`src/rtl/mem_rw_arbiter.sv`:
```
// mem_rw_arbiter: shares one single-port synchronous memory between a write
// requester and a read requester.
//   - Each requester holds a level request until it receives a one-cycle ack.
//   - When both contend, grants alternate between them.
//   - No grant is issued during a hold-off window after reset.
//   - Per-requester wait counters raise sticky starvation flags.
// Ports:
//   clk, rst                          clock, async active-high reset
//   wr_req/wr_addr/wr_data -> wr_ack  write requester handshake
//   rd_req/rd_addr -> rd_ack/rd_data  read requester handshake
//   mem_en/mem_we/mem_addr/mem_wdata  memory command (registered)
//   mem_rdata                         memory read data, valid in last access cycle
//   wr_starve/rd_starve               sticky starvation flags
module mem_rw_arbiter #(
    parameter int unsigned AW      = 4,
    parameter int unsigned DW      = 8,
    parameter int unsigned LAT     = 2,
    parameter int unsigned HOLDOFF = 2,
    parameter int unsigned TIMEOUT = 10
) (
    input  logic          clk,
    input  logic          rst,
    input  logic          wr_req,
    input  logic [AW-1:0] wr_addr,
    input  logic [DW-1:0] wr_data,
    output logic          wr_ack,
    input  logic          rd_req,
    input  logic [AW-1:0] rd_addr,
    output logic          rd_ack,
    output logic [DW-1:0] rd_data,
    output logic          mem_en,
    output logic          mem_we,
    output logic [AW-1:0] mem_addr,
    output logic [DW-1:0] mem_wdata,
    input  logic [DW-1:0] mem_rdata,
    output logic          wr_starve,
    output logic          rd_starve
);

    localparam int unsigned CW = (LAT > 1) ? $clog2(LAT) : 1;
    localparam int unsigned HW = (HOLDOFF > 0) ? $clog2(HOLDOFF + 1) : 1;
    localparam int unsigned TW = $clog2(TIMEOUT + 1);

    typedef enum logic [1:0] {
        S_IDLE   = 2'd0,
        S_ACCESS = 2'd1,
        S_ACK    = 2'd2
    } state_t;

    state_t        state_q, state_d;
    logic [CW-1:0] acc_cnt_q, acc_cnt_d;
    logic [HW-1:0] holdoff_q, holdoff_d;
    logic [TW-1:0] wr_wait_q, wr_wait_d;
    logic [TW-1:0] rd_wait_q, rd_wait_d;
    logic          last_grant_q, last_grant_d;   // 1 = write, 0 = read
    logic          wr_ack_q, wr_ack_d;
    logic          rd_ack_q, rd_ack_d;
    logic [DW-1:0] rd_data_q, rd_data_d;
    logic          mem_en_q, mem_en_d;
    logic          mem_we_q, mem_we_d;
    logic [AW-1:0] mem_addr_q, mem_addr_d;
    logic [DW-1:0] mem_wdata_q, mem_wdata_d;
    logic          wr_starve_q, wr_starve_d;
    logic          rd_starve_q, rd_starve_d;

    logic          holdoff_done_c;
    logic          grant_wr_c, grant_rd_c;
    logic          wr_owner_c, rd_owner_c;

    // Next-state, grant and datapath logic
    always_comb begin
        state_d      = state_q;
        acc_cnt_d    = acc_cnt_q;
        holdoff_d    = holdoff_q;
        last_grant_d = last_grant_q;
        wr_ack_d     = 1'b0;
        rd_ack_d     = 1'b0;
        rd_data_d    = rd_data_q;
        mem_en_d     = mem_en_q;
        mem_we_d     = mem_we_q;
        mem_addr_d   = mem_addr_q;
        mem_wdata_d  = mem_wdata_q;
        grant_wr_c   = 1'b0;
        grant_rd_c   = 1'b0;

        holdoff_done_c = (holdoff_q == HW'(HOLDOFF));
        if (!holdoff_done_c) begin
            holdoff_d = holdoff_q + HW'(1);
        end

        case (state_q)
            S_IDLE: begin
                if (holdoff_done_c) begin
                    if (wr_req && rd_req) begin
                        // Contended: the side that did not win last time goes first
                        grant_wr_c = !last_grant_q;
                        grant_rd_c = last_grant_q;
                    end else begin
                        grant_wr_c = wr_req;
                        grant_rd_c = rd_req;
                    end
                end
                if (grant_wr_c || grant_rd_c) begin
                    state_d      = S_ACCESS;
                    acc_cnt_d    = CW'(LAT - 1);
                    last_grant_d = grant_wr_c;
                    mem_en_d     = 1'b1;
                    mem_we_d     = grant_wr_c;
                    mem_addr_d   = grant_wr_c ? wr_addr : rd_addr;
                    if (grant_wr_c) begin
                        mem_wdata_d = wr_data;
                    end
                end
            end
            S_ACCESS: begin
                if (acc_cnt_q == CW'(0)) begin
                    state_d  = S_ACK;
                    mem_en_d = 1'b0;
                    if (mem_we_q) begin
                        wr_ack_d = 1'b1;
                    end else begin
                        rd_ack_d  = 1'b1;
                        rd_data_d = mem_rdata;
                    end
                end else begin
                    acc_cnt_d = acc_cnt_q - CW'(1);
                end
            end
            S_ACK: begin
                state_d = S_IDLE;
            end
            default: begin
                state_d  = S_IDLE;
                mem_en_d = 1'b0;
            end
        endcase
    end

    // Wait counters: count while requesting, unserved, and past hold-off
    always_comb begin
        wr_owner_c = (state_q != S_IDLE) && mem_we_q;
        rd_owner_c = (state_q != S_IDLE) && !mem_we_q;
        wr_wait_d  = wr_wait_q;
        rd_wait_d  = rd_wait_q;

        if (grant_wr_c) begin
            wr_wait_d = '0;
        end else if (wr_req && holdoff_done_c && !wr_owner_c && (wr_wait_q != TW'(TIMEOUT))) begin
            wr_wait_d = wr_wait_q + TW'(1);
        end

        if (grant_rd_c) begin
            rd_wait_d = '0;
        end else if (rd_req && holdoff_done_c && !rd_owner_c && (rd_wait_q != TW'(TIMEOUT))) begin
            rd_wait_d = rd_wait_q + TW'(1);
        end

        wr_starve_d = wr_starve_q || (wr_wait_d == TW'(TIMEOUT));
        rd_starve_d = rd_starve_q || (rd_wait_d == TW'(TIMEOUT));
    end

    // State and output registers
    always_ff @(posedge clk or posedge rst) begin
        if (rst) begin
            state_q      <= S_IDLE;
            acc_cnt_q    <= '0;
            holdoff_q    <= '0;
            wr_wait_q    <= '0;
            rd_wait_q    <= '0;
            last_grant_q <= 1'b0;
            wr_ack_q     <= 1'b0;
            rd_ack_q     <= 1'b0;
            rd_data_q    <= '0;
            mem_en_q     <= 1'b0;
            mem_we_q     <= 1'b0;
            mem_addr_q   <= '0;
            mem_wdata_q  <= '0;
            wr_starve_q  <= 1'b0;
            rd_starve_q  <= 1'b0;
        end else begin
            state_q      <= state_d;
            acc_cnt_q    <= acc_cnt_d;
            holdoff_q    <= holdoff_d;
            wr_wait_q    <= wr_wait_d;
            rd_wait_q    <= rd_wait_d;
            last_grant_q <= last_grant_d;
            wr_ack_q     <= wr_ack_d;
            rd_ack_q     <= rd_ack_d;
            rd_data_q    <= rd_data_d;
            mem_en_q     <= mem_en_d;
            mem_we_q     <= mem_we_d;
            mem_addr_q   <= mem_addr_d;
            mem_wdata_q  <= mem_wdata_d;
            wr_starve_q  <= wr_starve_d;
            rd_starve_q  <= rd_starve_d;
        end
    end

    assign wr_ack    = wr_ack_q;
    assign rd_ack    = rd_ack_q;
    assign rd_data   = rd_data_q;
    assign mem_en    = mem_en_q;
    assign mem_we    = mem_we_q;
    assign mem_addr  = mem_addr_q;
    assign mem_wdata = mem_wdata_q;
    assign wr_starve = wr_starve_q;
    assign rd_starve = rd_starve_q;

endmodule

```
`config.mk`:
```
export PLATFORM = sky130hd
export DESIGN_NAME = mem_rw_arbiter
export DESIGN_NICKNAME = d
export VERILOG_FILES = /design/src/rtl/mem_rw_arbiter.sv
export SDC_FILE = /design/constraint.sdc
export NUM_CORES = 1
export LEC_CHECK = 0
export CAP_MARGIN = 20
export CORE_MARGIN = 5
export CORE_UTILIZATION = 50
export CTS_CLUSTER_SIZE = 28
export DETAILED_ROUTE_END_ITERATION = 7
export PLACE_DENSITY = 0.82
export SYNTH_ARGS = -nofsm -noshare
export SYNTH_HDL_FRONTEND = slang
export SYNTH_SLANG_ARGS = --single-unit
```
`constraint.sdc`:
```
create_clock -name clk -period 3.6 [get_ports clk]
set_input_delay 0.36 -clock clk [delete_from_list [all_inputs] [get_ports clk]]
set_output_delay 0.36 -clock clk [all_outputs]
set_load 0.05 [all_outputs]
```
==> results of run 1 <==
-- worst max path at each step --
stage                                         from                        to  slack (ps)  depth (start not counted)
final                     holdoff_q[0]$_DFFE_PP0P_       wr_starve$_DFF_PP0_        1320                          6
after global routing      holdoff_q[0]$_DFFE_PP0P_       wr_starve$_DFF_PP0_        1070                          6
after CTS                 holdoff_q[0]$_DFFE_PP0P_       wr_starve$_DFF_PP0_        1290                          6
after detailed placement                    wr_req       wr_starve$_DFF_PP0_        1220                          5
after global placement                      wr_req       wr_starve$_DFF_PP0_        1340                          5
after floorplan                 mem_we$_DFFE_PP0P_  mem_wdata[0]$_DFFE_PP0P_        1660                          4
-- layout make-up --
cell class / instances / area, um^2
fill: 222 / 924.6
timing repair buffer: 55 / 553.0
tap: 46 / 57.56
inverter: 11 / 41.29
clock buffer: 6 / 41.29
multi-input combinational: 93 / 762.0
sequential: 39 / 975.9
clock inverter: 2 / 60.06
-- worst max-delay path, stage by stage (launching register included) --
cell,delay (ps)
dfrtp_1,410
inv_1,60
ha_1,320
nand2_1,190
a2111oi_4,760
a211oi_2,120
o41ai_2,320
-- registers in the layout, summed over array words and instances, names as in the netlist --
signal	flops
acc_cnt_q	1
holdoff_q	2
mem_addr	4
mem_en	1
mem_wdata	8
mem_we	1
rd_ack	1
rd_data	8
rd_starve	1
rd_wait_q	4
state_q	2
wr_ack	1
wr_starve	1
wr_wait_q	4
-- cells in the final DEF, fill, tap and decap left out, types with 2 or more instances in the layout --
cell type,instances
a211oi_2,2
a21boi_0,3
a21o_1,2
a21oi_1,3
and2_1,2
bufinv_16,2
clkbuf_4,5
clkdlybuf4s50_1,53
dfrtp_1,39
ha_1,5
inv_1,11
mux2_1,16
mux2i_1,7
nand2_1,10
nand2b_1,2
nand3_1,4
nor2_1,5
nor2b_1,2
nor3_1,2
o21ai_0,9
o41ai_2,2
or3_1,2
xnor2_1,4
-- power breakdown --
group          switching, W  internal [W]
Clock              0.000138      0.000217
Sequential         0.000145      0.000625
Combinational      0.000800      0.000467
Total               0.00108       0.00131
-- stage by stage --
step	hold WS (ps)	cell area (um^2)	total power [W]	utilization (%)	instances
floorplan	437.5	1805	0.001644	-	147
global placement	446.6	2375	0.002005	69.52	243
detailed placement	454.0	2375	0.002054	69.52	243
CTS	479.0	2476	0.002419	72.49	251
global route	356.1	2491	0.002531	72.93	252
finish	342.7	2491	0.002392	72.93	252
-- kinds of logic after synthesis --
kind of cell / count (synthesis) / share of synthesized area [%]
flip-flops: 39 / 54.05
multiplexers: 23 / 13.86
AND/OR/NAND/NOR: 35 / 10.88
XOR/XNOR: 4 / 1.940
AO/OA/AOI/OAI: 26 / 12.06
buffers and inverters: 15 / 3.742
adder cells (fa/ha/maj): 5 / 3.465
-- layer usage --
metal	vias to the layer above	global-route usage (%)	part of all wire (%)
met1	625	16.84	38
met4	0	5.957	1.5
met3	6	7.174	7.4
met2	40	28.65	53
met5	-	0	0
li1	630	-	-
==> summary.md, run 1 <==
Drt
* 5.163 — number of vias per cell after detailed routing
* 14.46 um — wire length per cell after detailed routing
* 0 — DRC violation count after routing
* 1301 — Via Count
* 4 — Initial DRT Pass Iterations
* 76 — Iteration-0 DRC Markers
* 3643 um — detailed-route wire length
* 0 — number of antenna-violating nets in the routed design

CTS
* 0 — CTS resizes
* 120 ps — clock edge transition at the registers on the reported setup and hold paths
* 5 — CTS buffer count
* clkbuf_4 — buffer type at the clock tree root
* 0 — total of hold buffers inserted after clock tree synthesis
* 2 — number of H-tree levels
* 340 ps — latest clock arrival within the worst-skew pair
* 0 — buffer count from post-CTS setup fixing
* built — CTS tree
* 2 — buffer depth of the longest clock path
* 39 — Num Clock Sinks

Final layout
* 238 — Nets
* 37.98% — relative area change from synthesis to final layout
* 0 — number of antenna repair diodes
* 8.252% — fraction of layout instances using a drive strength above 1

Status
* finished, final reports clean — result of the run

Synthesis
* 39 — register bit count reported by yosys
* dfrtp_1 — dominant register cell in the synthesized netlist
* 0 — synthesis warning total
* 147 — post-synthesis instance total
* 39 x dfrtp_1, 16 x mux2_1, 11 x inv_1, 10 x nand2_1, 9 x o21ai_0 — cell types with the highest counts after synthesis
* 180 — Net Count, Synth
* dfrtp_1 — most used standard cell by instance count after synthesis
* 54.05% — sequential area share after synthesis
* 0.001805 mm^2 — cell area after synthesis
* 12.28 um^2 — mean cell area of the mapped netlist
* 54.05% — fraction of synthesized cell area taken by the top area cell type
* dfrtp_1 54%, mux2_1 10%, mux2i_1 3.9%, ha_1 3.5%, o21ai_0 2.5% — largest cells by area after synthesis
* 33 — synth unique cells
* dfrtp_1 — cell type with the largest total area after synthesis
* 100.0% — FFs w/ async S/R, synth
* 0 — EDFF count, synth

Floorplan
* 70.09 um — horizontal die dimension
* 52.86% — Initial Utilization
* 0.003416 mm^2 — Core ar.
* 0.004913 mm^2 — Die ar.
* 70.09 um — Die H
* 21 — Cell Rows
* 54 — number of top-level pins

Global routing
* 29 — pin count of the biggest net entering global routing
* 1375 — via count of the first global-routing pass
* 6251 um — first-pass GRT wire length
* 0 — number of antenna violations at the first check in global routing
* 0 — global route overflow
* 16.20% — Total GRT Usage

Timing
* 940.1 ps — Tightest Pin Transition
* 1323 ps — final worst setup slack
* 63.25% — part of the cycle the worst path needs
* 0 — Max Slew Vio Count
* 439.2 MHz — fmax
* 2277 ps — minimum clock period after layout
* 0 — Hold Vio Cnt, Final
* 37.32% — worst rel slew slack
* 7.664 ps — Final Skew
* 0 — final number of setup-violating endpoints
* false — unrepaired setup endpoints after global routing
* 0 ps — setup total negative slack

Pwr
* 616.7 uV — maximum vdd drop
* 960.0 mW/mm^2 — pwr dens
* 1.104 nW — standby leakage power

Worst setup path
* 3840 ps — Req. time, crit path
* holdoff_q[0]$_DFFE_PP0P_ — beginning of the worst register-to-register path
* 2520 ps — arrival time of the worst setup path
* 14 — worst-path maximum fanout
* 1320 ps — minimum setup slack among reg-to-reg paths
* flop — category of the worst setup path capture point
* wr_starve$_DFF_PP0_ — critical register-to-register path endpoint
* flop to flop — Crit Path Category
* 6 — cell count of the worst reg-to-reg path
* flop — startpoint types

Placed design
* 53 — buffers added on ports
* 0.8720 — gpl congestion
* 1219 ps — worst slack, placed
* 2846 um — DP Wirelength

Hold path
* input pin to async pin — Hold Path Class

Flow run
* 0 — maximum capacitance violations

(Power assumes the default switching activity.)
==> run 2, diff against run 1 <==
--- a/config.mk
+++ b/config.mk
@@ -7,10 +7,10 @@
 export LEC_CHECK = 0
 export CAP_MARGIN = 20
 export CORE_MARGIN = 5
-export CORE_UTILIZATION = 50
+export CORE_UTILIZATION = 46
 export CTS_CLUSTER_SIZE = 28
 export DETAILED_ROUTE_END_ITERATION = 7
-export PLACE_DENSITY = 0.82
+export PLACE_DENSITY = 0.76
 export SYNTH_ARGS = -nofsm -noshare
 export SYNTH_HDL_FRONTEND = slang
 export SYNTH_SLANG_ARGS = --single-unit
==> constraint.sdc (replaced) <==
create_clock -name clk -period 2.2 [get_ports clk]
set_input_delay 0.22 -clock clk [delete_from_list [all_inputs] [get_ports clk]]
set_output_delay 0.22 -clock clk [all_outputs]
set_load 0.05 [all_outputs]
==> run 2 against run 1 <==
Final cell count increased by 1.6%. Via count decreased by 1.4%. Combinational power increased by 64%. Largest cell class unchanged. Worst hold slack lost 47 ps.
==> summary.md, run 2 (synthesis results as in run 1) <==
Status
* finished, final reports clean — result of the run, unchanged

Final layout
* 256 — Layout Cells excl Fill, was 252
* 37.63% — relative area change from synthesis to final layout, was 37.98%
* 9.135% — fraction of layout instances using a drive strength above 1, was 8.252%
* 53 x clkdlybuf4s50_1, 39 x dfrtp_1, 16 x mux2_1 — commonest cells after routing, fill and taps aside, unchanged
* 0 — number of antenna repair diodes, unchanged
* 66.38% — core occupancy in the finished layout, was 72.93%
* 240 — Nets, was 238
* 293 — Filler cells, was 222
* clkdlybuf4s50_1 — most common cell after layout, fill and taps aside, unchanged

Timing
* false — unrepaired setup endpoints after global routing, unchanged
* 6.541 ps — Final Skew, was 7.664 ps
* 217.7 ps — final worst setup slack, was 1323 ps
* 64.41% — worst rel slew slack, was 37.32%
* 0 ps — setup total negative slack, unchanged
* 532.2 ps — Tightest Pin Transition, was 940.1 ps
* 504.5 MHz — fmax
* 0 — Hold Vio Cnt, Final, unchanged
* 90.11% — part of the cycle the worst path needs
* 0 — final number of setup-violating endpoints, unchanged
* 1982 ps — minimum clock period after layout
* 0 — Max Slew Vio Count, unchanged
* 295.6 ps — Fin Hold WS, was 342.7 ps

CTS
* 2 — number of H-tree levels, unchanged
* 5 — CTS buffer count, unchanged
* clkbuf_8 — buffer type at the clock tree root, was clkbuf_4
* 0 — total of hold buffers inserted after clock tree synthesis, unchanged
* built — CTS tree, unchanged
* 2 — buffer depth of the longest clock path, unchanged
* 290 ps — latest clock arrival within the worst-skew pair, was 340 ps
* 0 — CTS resizes, unchanged
* 0 — buffer count from post-CTS setup fixing, unchanged
* 70 ps — clock edge transition at the registers on the reported setup and hold paths, was 120 ps
* 39 — Num Clock Sinks, unchanged

Worst setup path
* 1 — Buf/Inv on CP, unchanged
* buffers and inverters — category of cells accounting for the largest share of critical-path delay, was compound AO/OA/AOI/OAI gates
* clkdlybuf4s50_1 — slowest stage cell on the critical path, was a2111oi_4
* clkdlybuf4s50_1 — cell breakdown of the critical path, was inv_1 -> ha_1 -> nand2_1 -> a2111oi_4 -> a211oi_2 -> o41ai_2
* 7 — cell count of the worst reg-to-reg path, was 6
* flop to primary output — Crit Path Category, was flop to flop
* holdoff_q[0]$_DFFE_PP0P_ — beginning of the worst register-to-register path, unchanged
* 230 ps — minimum setup slack among reg-to-reg paths, was 1320 ps
* 1760 ps — arrival time of the worst setup path, was 2520 ps
* flop — startpoint types, unchanged
* 9 — worst-path maximum fanout, was 14
* wr_starve$_DFF_PP0_ — critical register-to-register path endpoint, unchanged
* primary output — category of the worst setup path capture point, was flop
* 900 ps — largest stage delay on the critical path, was 760 ps
* 1980 ps — Req. time, crit path, was 3840 ps

Global routing
* 21 — pin count of the biggest net entering global routing, was 29
* 0 — global route overflow, unchanged
* 6251 um — first-pass GRT wire length, unchanged
* 0 — number of antenna violations at the first check in global routing, unchanged
* 1377 — via count of the first global-routing pass, was 1375
* 15.31% — Total GRT Usage, was 16.20%

Placed design
* 53 — buffers added on ports, unchanged
* 263.9 ps — worst slack, placed, was 1219 ps
* 2925 um — DP Wirelength, was 2846 um
* 0.7257 — gpl congestion, was 0.8720
* 248 — dpl cells, was 243

Floorplan
* 48.23% — Initial Utilization, was 52.86%
* 0.005278 mm^2 — Die ar., was 0.004913 mm^2
* 54 — number of top-level pins, unchanged
* 72.65 um — Die H, was 70.09 um
* 22 — Cell Rows, was 21
* 72.65 um — horizontal die dimension, was 70.09 um
* 0.003744 mm^2 — Core ar., was 0.003416 mm^2

Drt
* 14.58 um — wire length per cell after detailed routing, was 14.46 um
* 4 — Initial DRT Pass Iterations, unchanged
* 72 — Iteration-0 DRC Markers, was 76
* 1283 — Via Count, was 1301
* 5.012 — number of vias per cell after detailed routing, was 5.163
* 3733 um — detailed-route wire length, was 3643 um
* 0 — DRC violation count after routing, unchanged
* 0 — number of antenna-violating nets in the routed design, unchanged

Flow run
* 0 — maximum capacitance violations, unchanged

Hold path
* input pin to async pin — Hold Path Class, unchanged

Pwr
* 1536 mW/mm^2 — pwr dens, was 960.0 mW/mm^2
* 1.100 nW — standby leakage power, was 1.104 nW
* 863.6 uV — maximum vdd drop, was 616.7 uV

[run 2: cell count changes in the layout (fill, tap and decap cells not counted), sizes merged]
| cell | change |
|---|---|
| clkinvlp | +1 |
| buf | +2 |
| clkinv | +1 |
| bufinv | -2 |
[run 2: worst max-delay path by stage]
stage	start	end	slack, ps	cells past startpoint
6_report	mem_we$_DFFE_PP0P_	mem_we	220	1
5_1_grt	holdoff_q[0]$_DFFE_PP0P_	wr_starve$_DFF_PP0_	70	7
4_1_cts	mem_we$_DFFE_PP0P_	mem_we	190	1
3_5_place_dp	holdoff_q[0]$_DFFE_PP0P_	mem_wdata[5]$_DFFE_PP0P_	260	6
3_3_place_gp	wr_req	wr_starve$_DFF_PP0_	360	6
2_1_floorplan	mem_we$_DFFE_PP0P_	mem_wdata[0]$_DFFE_PP0P_	260	4
[run 2: per-stage QoR]
| step | area (um^2) | total power [W] |
|---|---|---|
| after global placement | 2400 | 0.003319 |
| after CTS | 2485 | 0.003859 |
| after floorplan | 1805 | 0.002690 |
| after global routing | 2485 | 0.004038 |
| after detailed placement | 2400 | 0.003385 |
| final | 2485 | 0.003817 |
[run 2: power by group]
group / leakage [nW] / switching, W / internal, W / total (W)
combinational: 0.590 / 0.00130 / 0.000783 / 0.00208
sequential: 0.469 / 0.000249 / 0.00103 / 0.00127
clock: 0.0412 / 0.000241 / 0.000221 / 0.000462
total: 1.10 / 0.00179 / 0.00203 / 0.00382
[run 2: layout make-up]
type / instances / area (um^2) / area share, %
Clock buffer: 6 / 72.57 / 2.920
Clock inverter: 2 / 12.51 / 0.5035
Inverter: 11 / 41.29 / 1.662
Multi-Input combinational cell: 93 / 762.0 / 30.66
Sequential cell: 39 / 975.9 / 39.27
Tap cell: 48 / 60.06 / 2.417
Timing Repair Buffer: 57 / 560.5 / 22.56
[run 2: routing by layer]
layer	GRT usage, %	vias to the layer above	part of all wire (%)
met2	25.95	23	54
met3	3.857	6	3.5
met1	18.46	627	41
met4	6.352	0	1.1
met5	0	-	0
li1	-	627	-
[run 2: worst register-to-register path, cell delays in order (launching register included)]
cell	delay, ps
dfrtp_1	390
inv_1	60
ha_1	330
nand2_1	220
a2111oi_4	220
buf_4	270
a211oi_2	90
o41ai_2	280
